<file path="config.mk">
export PLATFORM = sky130hd
export DESIGN_NAME = soc_decerr_slave
export DESIGN_NICKNAME = d
export VERILOG_FILES = /design/src/rtl/soc_decerr_slave.sv
export SDC_FILE = /design/constraint.sdc
export NUM_CORES = 1
export LEC_CHECK = 0
export BUFFER_PORTS_ARGS = -buffer_cell sky130_fd_sc_hd__buf_2
export CAP_MARGIN = 20
export CORE_AREA = 2 2 161 163
export CTS_BUF_LIST = sky130_fd_sc_hd__clkbuf_8 sky130_fd_sc_hd__clkbuf_16
export CTS_CLUSTER_DIAMETER = 60
export DETAILED_ROUTE_END_ITERATION = 10
export DIE_AREA = 0 0 163 165
export PLACE_DENSITY = 0.5
export SLEW_MARGIN = 0
export SYNTH_ARGS = -nofsm -noshare
export SYNTH_HDL_FRONTEND = slang
export SYNTH_SLANG_ARGS = --single-unit
export TNS_END_PERCENT = 1
</file>
<file path="constraint.sdc">
create_clock -name clk_i -period 3.8 [get_ports clk_i]
set_input_delay 0.38 -clock clk_i [delete_from_list [all_inputs] [get_ports clk_i]]
set_output_delay 0.38 -clock clk_i [all_outputs]
set_load 0.02 [all_outputs]
</file>
<file path="src/rtl/soc_decerr_slave.sv">
// AXI4 default responder: accepts any unmatched request, drains write beats and
// answers DECERR on every read beat and write response; keeps a debug error log.
//
// state  | meaning
// W_IDLE | waiting for AW, aw_ready_o high
// W_DATA | draining W beats until w_last_i
// W_RESP | presenting B (DECERR) until b_ready_i
// R_IDLE | waiting for AR, ar_ready_o high
// R_DATA | returning len+1 DECERR beats
module soc_decerr_slave #(
  parameter int unsigned          IdWidth   = 5,
  parameter int unsigned          DataWidth = 64,
  parameter int unsigned          AddrWidth = 64,
  parameter logic [DataWidth-1:0] RespData  = 64'hBADC_AB1E_BADC_AB1E
) (
  input  logic                   clk_i,
  input  logic                   rst_ni,
  input  logic                   aw_valid_i,
  output logic                   aw_ready_o,
  input  logic [IdWidth-1:0]     aw_id_i,
  input  logic [AddrWidth-1:0]   aw_addr_i,
  input  logic [7:0]             aw_len_i,
  input  logic                   w_valid_i,
  output logic                   w_ready_o,
  input  logic                   w_last_i,
  input  logic [DataWidth-1:0]   w_data_i,
  input  logic [DataWidth/8-1:0] w_strb_i,
  output logic                   b_valid_o,
  input  logic                   b_ready_i,
  output logic [IdWidth-1:0]     b_id_o,
  output logic [1:0]             b_resp_o,
  input  logic                   ar_valid_i,
  output logic                   ar_ready_o,
  input  logic [IdWidth-1:0]     ar_id_i,
  input  logic [AddrWidth-1:0]   ar_addr_i,
  input  logic [7:0]             ar_len_i,
  output logic                   r_valid_o,
  input  logic                   r_ready_i,
  output logic [IdWidth-1:0]     r_id_o,
  output logic [DataWidth-1:0]   r_data_o,
  output logic [1:0]             r_resp_o,
  output logic                   r_last_o,
  output logic [31:0]            err_cnt_o,
  output logic [AddrWidth-1:0]   last_err_addr_o
);

  localparam logic [1:0] RespDecErr = 2'b11;

  typedef enum logic [1:0] {W_IDLE, W_DATA, W_RESP} w_state_e;
  typedef enum logic       {R_IDLE, R_DATA}         r_state_e;

  w_state_e               w_state_q, w_state_d;
  r_state_e               r_state_q, r_state_d;
  logic [IdWidth-1:0]     b_id_q, b_id_d;
  logic [IdWidth-1:0]     r_id_q, r_id_d;
  logic [7:0]             r_len_q, r_len_d;
  logic [7:0]             r_cnt_q, r_cnt_d;
  logic [31:0]            err_cnt_q, err_cnt_d;
  logic [AddrWidth-1:0]   last_addr_q, last_addr_d;

  logic        aw_hs, ar_hs, r_last;
  logic [1:0]  err_inc;
  logic [32:0] err_sum;

  // Write payload and burst length carry no meaning for an error responder.
  logic unused_inputs;
  assign unused_inputs = ^{w_data_i, w_strb_i, aw_len_i};

  assign aw_hs  = aw_valid_i && (w_state_q == W_IDLE);
  assign ar_hs  = ar_valid_i && (r_state_q == R_IDLE);
  assign r_last = (r_state_q == R_DATA) && (r_cnt_q == r_len_q);

  always_comb begin
    w_state_d = w_state_q;
    b_id_d    = b_id_q;
    unique case (w_state_q)
      W_IDLE: if (aw_valid_i) begin
        b_id_d    = aw_id_i;
        w_state_d = W_DATA;
      end
      W_DATA: if (w_valid_i && w_last_i) w_state_d = W_RESP;
      W_RESP: if (b_ready_i) w_state_d = W_IDLE;
      default: w_state_d = W_IDLE;
    endcase
  end

  // The beat counter is never advanced on the last beat, so len=255 cannot wrap.
  always_comb begin
    r_state_d = r_state_q;
    r_id_d    = r_id_q;
    r_len_d   = r_len_q;
    r_cnt_d   = r_cnt_q;
    unique case (r_state_q)
      R_IDLE: if (ar_valid_i) begin
        r_id_d    = ar_id_i;
        r_len_d   = ar_len_i;
        r_cnt_d   = 8'd0;
        r_state_d = R_DATA;
      end
      R_DATA: if (r_ready_i) begin
        if (r_last) r_state_d = R_IDLE;
        else        r_cnt_d   = r_cnt_q + 8'd1;
      end
      default: r_state_d = R_IDLE;
    endcase
  end

  always_comb begin
    err_inc   = {1'b0, aw_hs} + {1'b0, ar_hs};
    err_sum   = {1'b0, err_cnt_q} + {31'd0, err_inc};
    err_cnt_d = err_sum[32] ? 32'hFFFF_FFFF : err_sum[31:0];
    last_addr_d = last_addr_q;
    if (ar_hs)      last_addr_d = ar_addr_i;
    else if (aw_hs) last_addr_d = aw_addr_i;
  end

  always_ff @(posedge clk_i or negedge rst_ni) begin
    if (!rst_ni) begin
      w_state_q   <= W_IDLE;
      r_state_q   <= R_IDLE;
      b_id_q      <= '0;
      r_id_q      <= '0;
      r_len_q     <= '0;
      r_cnt_q     <= '0;
      err_cnt_q   <= '0;
      last_addr_q <= '0;
    end else begin
      w_state_q   <= w_state_d;
      r_state_q   <= r_state_d;
      b_id_q      <= b_id_d;
      r_id_q      <= r_id_d;
      r_len_q     <= r_len_d;
      r_cnt_q     <= r_cnt_d;
      err_cnt_q   <= err_cnt_d;
      last_addr_q <= last_addr_d;
    end
  end

  assign aw_ready_o      = (w_state_q == W_IDLE);
  assign w_ready_o       = (w_state_q == W_DATA);
  assign b_valid_o       = (w_state_q == W_RESP);
  assign b_id_o          = b_id_q;
  assign b_resp_o        = RespDecErr;
  assign ar_ready_o      = (r_state_q == R_IDLE);
  assign r_valid_o       = (r_state_q == R_DATA);
  assign r_id_o          = r_id_q;
  assign r_data_o        = RespData;
  assign r_resp_o        = RespDecErr;
  assign r_last_o        = r_last;
  assign err_cnt_o       = err_cnt_q;
  assign last_err_addr_o = last_addr_q;

endmodule

</file>
==> summary.md, run 1 <==
| Metric | Value |
|---|---|
| Outcome | finished, final reports clean |
| Top-count cell post-synth | nand2_1 |
| Via count of the first global-routing pass | 5458 |
| Pwr Density | roughly 740 mW/mm^2 |
| Dominant cell type by area after synthesis | dfrtp_1 |
| Mean post-synth cell area | 8.51 um^2 |
| Inserted Diodes | 0 |
| RSZ-0062 raised after global routing | false |
| Register area share after synthesis | 49.7% |
| CTS tree | built |
| Startpoint Class | register |
| Pre-CTS WS | 0.695 ns |
| # fillers | 2682 |
| Tcrit/Tclk final | 78.7% |
| Final clock skew | 0.0144 ns |
| Wire per inst | about 14 um |
| TNS Setup | 0 ns |
| CP endpoint kind | register |
| Area delta synth->final | 33.2% |
| Initial antenna violation count | 0 |
| Peak fanout along the critical path | 5 |
| Final GP Congestion | 0.810 |
| Pleak | 4.47 nW |
| Post-synth ARST share | between 90% and 100% |
| Global-route wire length before repair | 29.3 mm |
| Final ANT Viol Nets | 0 |
| DR vias/cell | 4.28 |
| Slew Viols, Final | 0 |
| Max VDD drop | 0.422 mV |
| Drt first pass iters | 4 |
| Hold crit path type | in -> async |
| Routed WL | 18.8 mm |
| Share of cells above drive strength 1 | 31.2% |
| R2r startpoint | w_state_q[1] |
| Crit path to | err_cnt_o[30] |
| Post-cts resize count | 0 |
| FF+latch count, synth | roughly 130 |
| Most frequent cells after synthesis | 229 x nand2_1, 125 x dfrtp_1, 76 x nor2_1, 70 x a31oi_1, 68 x buf_4 |
| Clk_lat worst skew | 0.42 ns |
| Die area | roughly 0.027 mm^2 |
| Clk root buf | clkbuf_16 |
| Worst Reg-to-Reg Cells | 11 |
| Synthesized area | around 0.0063 mm^2 |
| Pin count of the biggest net entering global routing | 91 |
| Grt ovf | 0 |
| Post-CTS Hold Buffers | 0 |
| Routed via count | 5709 |
| EDFF count, synth | 0 |
| Max Clock Freq | ~330 MHz |
| Die W | 163 um |
| Req. time, crit path | 4.09 ns |
| Measured slew at the worst slew-check pin | 0.913 ns |
| CP Data Arrival Time | about 3.3 ns |
| Final nets | 1229 |
| CTS Buf Count | 17 |
| I/O pin count | 414 |
| Core ar. | approximately 0.025 mm^2 |
| Ranking of synthesized cells by area | dfrtp_1 50%, nand2_1 14%, buf_4 8.1% |
| Std-Cell Rows | 58 |
| Synth top area share | approximately half |
| PnR worst setup slack | 0.811 ns |
| Die Height | 165 um |
| Max_cap viols | 0 |
| R2r endpoint | err_cnt_o[30] |
| Initial DRC count | 289 |
| DP Wirelength | roughly 13 mm |
| Setup violations, final | 0 |
| CTS Sinks | between 100 and 150 |
| H-tree depth | 4 |
| Setup CP Type | reg -> reg |
| Clock transition at path regs | about 0.06 ns |
| Final Util | between 30% and 40% |
| IO buf count | 265 |
| Yosys warnings | 0 |
| Initial Util | 25.1% |
| Postcts setup bufs | 0 |
| Worst slew margin | about 39% |
| Residual DRC | 0 |
| Most common flop cell mapped by yosys | dfrtp_1 |
| Worst setup path startpoint | w_state_q[1] |
| Final hold vios | 0 |
| Total global-route track usage | between 10 and 15% |
| Cell variety after synth | 42 |
| Clk buf depth | 2 |
| Reg2Reg Setup Slack | 0.81 ns |
| Post-Syn Instances | 739 |
| Final min period | 2.99 ns |
-- per-layer routing --
layer	up-vias	share of wire (%)	track usage, %	routed length (um)
met2	192	49	23.9	9190
met5	-	0	0	0
li1	2825	-	-	-
met3	16	5.8	3.67	1090
met1	2676	44	17.6	8320
met4	0	1.2	4.02	234
-- cell usage in the layout (no fill, tap or decap), drive strengths merged, types with 3 or more instances in the layout --
cell / count
buf: 273
nand2: 229
dfrtp: 125
nor2: 76
a31oi: 70
conb: 68
nand3: 23
clkbuf: 18
xnor2: 16
xor2: 12
inv: 9
nor3: 9
nand4: 8
and3: 7
o21ai: 7
a21oi: 6
bufinv: 6
or4: 4
clkinvlp: 4
clkinv: 4
nor2b: 3
nand2b: 3
o31ai: 3
mux2: 3
nor4: 3
-- cells by family after synthesis --
logic type / synth area share [%]
compound gates: 8.87
other cells: 0.119
simple gates: 25.1
xor+xnor: 3.90
fa+ha+maj: 0.716
buf+inv: 11.0
flops: 49.7
mux: 0.537
-- how the worst min path moves through the flow --
| stage | to | cells after the start |
|---|---|---|
| floorplan | b_id_o[0] | 0 |
| CTS | last_err_addr_o[15] | 1 |
| global route | last_err_addr_o[15] | 1 |
| finish | last_err_addr_o[19] | 1 |
| detailed placement | b_id_o[4] | 2 |
| global placement | r_id_o[2] | 2 |
-- power breakdown --
| part | internal (mW) | switching (mW) |
|---|---|---|
| clock network | 1.25 | 0.649 |
| registers | 1.83 | 0.324 |
| logic | 0.766 | 1.40 |
-- metrics by stage --
step,hold WS (ns),cell area [um^2],power (mW),instances
final,0.0620,8380,6.22,1335
after global placement,0.456,7700,4.35,1303
after global routing,0.118,8380,6.63,1335
after floorplan,0.0844,6540,3.59,805
after detailed placement,0.460,7700,4.36,1303
after CTS,0.0857,8380,6.30,1335
-- worst max-delay path, cell delays in order (launching register included) --
cell	delay [ns]
dfrtp_1	0.39
nor2_1	0.14
and2_2	0.17
inv_2	0.06
fa_1	0.42
inv_1	0.09
ha_1	0.18
nand3_1	0.17
or2_2	0.40
or3_4	0.38
nor3_2	0.13
mux2_1	0.33
-- state kept, by name, summed over array words and instances, names as in the netlist --
name	flops
last_err_addr_o	64
err_cnt_o	32
r_cnt_q	8
r_len_q	8
b_id_o	5
r_id_o	5
w_state_q	2
r_valid_o	1
-- final cells by class --
| type | count | area, um^2 | area share [%] |
|---|---|---|---|
| multi-input cells | 566 | 2720 | 32.5 |
| clock buffers | 18 | 439 | 5.24 |
| well taps | 330 | 413 | 4.93 |
| repair buffers | 273 | 1400 | 16.7 |
| flip-flops and latches | 125 | 3130 | 37.3 |
| clock inverters | 14 | 241 | 2.88 |
| inverters | 9 | 36.3 | 0.433 |
Note: power is estimated with default switching activity, not from simulation.
==> run 2, diff against run 1 <==
--- a/config.mk
+++ b/config.mk
@@ -7,12 +7,12 @@
 export LEC_CHECK = 0
 export BUFFER_PORTS_ARGS = -buffer_cell sky130_fd_sc_hd__buf_2
 export CAP_MARGIN = 20
-export CORE_AREA = 2 2 161 163
+export CORE_AREA = 2 2 160 162
 export CTS_BUF_LIST = sky130_fd_sc_hd__clkbuf_8 sky130_fd_sc_hd__clkbuf_16
 export CTS_CLUSTER_DIAMETER = 60
 export DETAILED_ROUTE_END_ITERATION = 10
-export DIE_AREA = 0 0 163 165
-export PLACE_DENSITY = 0.5
+export DIE_AREA = 0 0 162 164
+export PLACE_DENSITY = 0.53
 export SLEW_MARGIN = 0
 export SYNTH_ARGS = -nofsm -noshare
 export SYNTH_HDL_FRONTEND = slang
==> constraint.sdc (replaced) <==
create_clock -name clk_i -period 2.55 [get_ports clk_i]
set_input_delay 0.255 -clock clk_i [delete_from_list [all_inputs] [get_ports clk_i]]
set_output_delay 0.255 -clock clk_i [all_outputs]
set_load 0.02 [all_outputs]
==> run 2 against run 1 <==
Effect of this change: first-iteration DRC count down 4.5%; worst setup slack got worse by 0.78 ns; cell count up 1.3%; total power up 47%; design area grew 1.7%; count of clock-buffer cells in the layout is the same; clock power increased by 38%; via count rose by 2.5%; core utilization up 0.86 points; largest power group unchanged.
==> summary.md, run 2 (synthesized netlist as in run 1, its figures left out) <==
| Metric | Value |
|---|---|
| Routed WL | 18.5 mm (-1.8%) |
| Clk_lat worst skew | 0.41 ns (about the same) |
| Pin count of the biggest net entering global routing | 73 (-20%) |
| IO buf count | 265 (unchanged) |
| Crit path buf inv count | 2 (unchanged) |
| Pleak | 4.55 nW (+1.8%) |
| PnR worst setup slack | 0.0260 ns (-0.785 ns) |
| DP Wirelength | 13.0 mm (-1.4%) |
| Measured slew at the worst slew-check pin | 0.859 ns (-0.0543 ns) |
| Pwr Density | 1070 mW/mm^2 (+44%) |
| Final GP Congestion | 0.767 (-5.3%) |
| Total global-route track usage | 13.9% (-0.11 points) |
| Comb power frac | 35.8% (+0.9 points) |
| Die W | 162 um (-0.61%) |
| Pre-CTS WS | -0.0395 ns (-0.734 ns) |
| Area delta synth->final | 35.4% |
| Wire per inst | 13.7 um (-3.0%) |
| Core ar. | 0.0248 mm^2 (-0.87%) |
| Share of cells above drive strength 1 | 33.0% (+1.8 points) |
| Outcome | finished, final reports clean |
| Most common cell after layout, fill and taps aside | buf_2 |
| Clk network pwr share | 28.8% (-1.7 points) |
| H-tree depth | 4 (unchanged) |
| CP max stage delay | 0.41 ns (about the same) |
| Global-route wire length before repair | 29.2 mm (-0.21%) |
| DR vias/cell | 4.33 (+1.2%) |
| CP endpoint kind | register |
| Max VDD drop | 0.458 mV (+8.7%) |
| CTS Sinks | 125 (unchanged) |
| Peak fanout along the critical path | 2 (-3) |
| Switching part of the total | 38.9% (+0.70 points) |
| Setup violations, final | 0 (unchanged) |
| Req. time, crit path | 2.85 ns (-1.24 ns) |
| Initial DRC count | 276 (-4.5%) |
| Clk buf depth | 2 (unchanged) |
| Clock transition at path regs | 0.06 ns (about the same) |
| Switching power | 3.55 mW (+49%) |
| Cell-by-cell listing of the critical path | nor2_4 > and2_4 > inv_2 > fa_2 > inv_2 > ha_4 > nand3_2 > or2_4 > or3_4 > nor3_4 > mux2_4 |
| Routed via count | 5853 (+2.5%) |
| Crit path max-delay family | simple AND/OR/NAND/NOR gates |
| Tot Pwr | 9.12 mW (+47%) |
| Final ANT Viol Nets | 0 (unchanged) |
| I/O pin count | 414 (unchanged) |
| Initial antenna violation count | 1 (+1) |
| Internal cell power | 5.57 mW (+45%) |
| Hold crit path type | in -> reg |
| Slew Viols, Final | 0 (unchanged) |
| Max_cap viols | 0 (unchanged) |
| Max reg flops | 64 (unchanged) |
| Reg power frac | 35.4% (+0.8 points) |
| Std-Cell Rows | 58 (unchanged) |
| Most frequent cells in the layout | 264 x buf_2, 229 x nand2_1, 124 x dfrtp_1 |
| CTS tree | built |
| Startpoint Class | register |
| Via count of the first global-routing pass | 5546 (+1.6%) |
| Worst slew margin | 42.7% (+3.6 points) |
| CP Data Arrival Time | 2.82 ns (-0.46 ns) |
| Initial Util | 25.3% (+0.22 points) |
| Crit path top cell by count | inv_2 |
| Die area | 0.0266 mm^2 (-1.2%) |
| Residual DRC | 0 (unchanged) |
| Final clock skew | 0.0122 ns (-0.00218 ns) |
| Crit-path slowest cell | dfrtp_1 |
| Setup CP Type | reg -> reg |
| Grt ovf | 0 (unchanged) |
| Tcrit/Tclk final | 99.0% (+20 points) |
| Clk root buf | clkbuf_16 |
| Max Clock Freq | 396 MHz (+18%) |
| Final nets | 1245 (+1.3%) |
| Final Util | 34.3% (+0.86 points) |
| CTS Buf Count | 17 (unchanged) |
| Drt first pass iters | 4 (unchanged) |
| Die Height | 164 um (-0.61%) |
| RSZ-0062 raised after global routing | true |
| Final hold vios | 0 (unchanged) |
| Final min period | 2.52 ns (-0.465 ns) |
## run 2: worst reg2reg max path, stage by stage, from the launching register on
cell	delay (ns)
dfrtp_1	0.41
nor2_4	0.12
and2_4	0.15
inv_2	0.04
fa_2	0.37
inv_2	0.09
ha_4	0.13
nand3_2	0.08
or2_4	0.24
or3_4	0.35
nor3_4	0.13
mux2_4	0.31
## run 2: power groups by stage
stage               sequential [mW]  clock [mW]  combinational (mW)
floorplan                      3.93           0                1.45
CTS                            3.23        2.71                3.31
finish                         3.23        2.63                3.26
global placement               3.25           0                3.27
detailed placement             3.24           0                3.31
global route                   3.34        2.80                3.61
## run 2: path summary, 6_finish.rpt
kind                                       end  slack, ns          from  depth (start not counted)
hold / removal                      r_len_q[3]       0.04   ar_len_i[3]                          3
hold reg to reg                      r_id_o[4]       0.47     r_id_o[4]                          2
max in group asynchronous  last_err_addr_o[32]       1.42        rst_ni                          3
setup / recovery                 err_cnt_o[30]       0.03  w_state_q[1]                         11
setup reg to reg                 err_cnt_o[30]       0.03  w_state_q[1]                         11
min in group asynchronous            b_id_o[4]       0.41        rst_ni                          2
## run 2: cell type report
cell class / count / area (um^2)
Sequential cell: 125 / 3130
Fill cell: 2693 / 16300
Inverter: 9 / 36.3
Tap cell: 330 / 413
Antenna cell: 1 / 2.50
Multi-Input combinational cell: 566 / 2770
Clock inverter: 14 / 194
Timing Repair Buffer: 289 / 1540
Clock buffer: 18 / 439
## run 2: layer usage
metal,part of all wire [%],GRT usage [%]
met5,0,0
met4,1.7,4.22
met3,5.7,3.28
met2,49,23.2
met1,44,18.1
## run 2: metrics by stage
stage          TNS [ns]  std cells  hold slack, ns  instance area (um^2)
4_1_cts               0       1350          0.0109                  8480
2_1_floorplan     -5.29        805         -0.0406                  6590
6_report              0       1352          0.0354                  8520
3_3_place_gp          0       1317           0.317                  7840
5_1_grt          -0.211       1352          0.0259                  8520
3_5_place_dp    -0.0395       1317           0.311                  7840
## run 2: what timing repair did
action | CTS | global route
endpoints found under the setup margin | 3 | 5
resized for setup | 3 | 4
cloned | 0 | 0
setup buffers | 0 | 1
hold endpoints to repair | 43 | 0
pin swaps | 1 | 4
hold buffers | 1 | 0
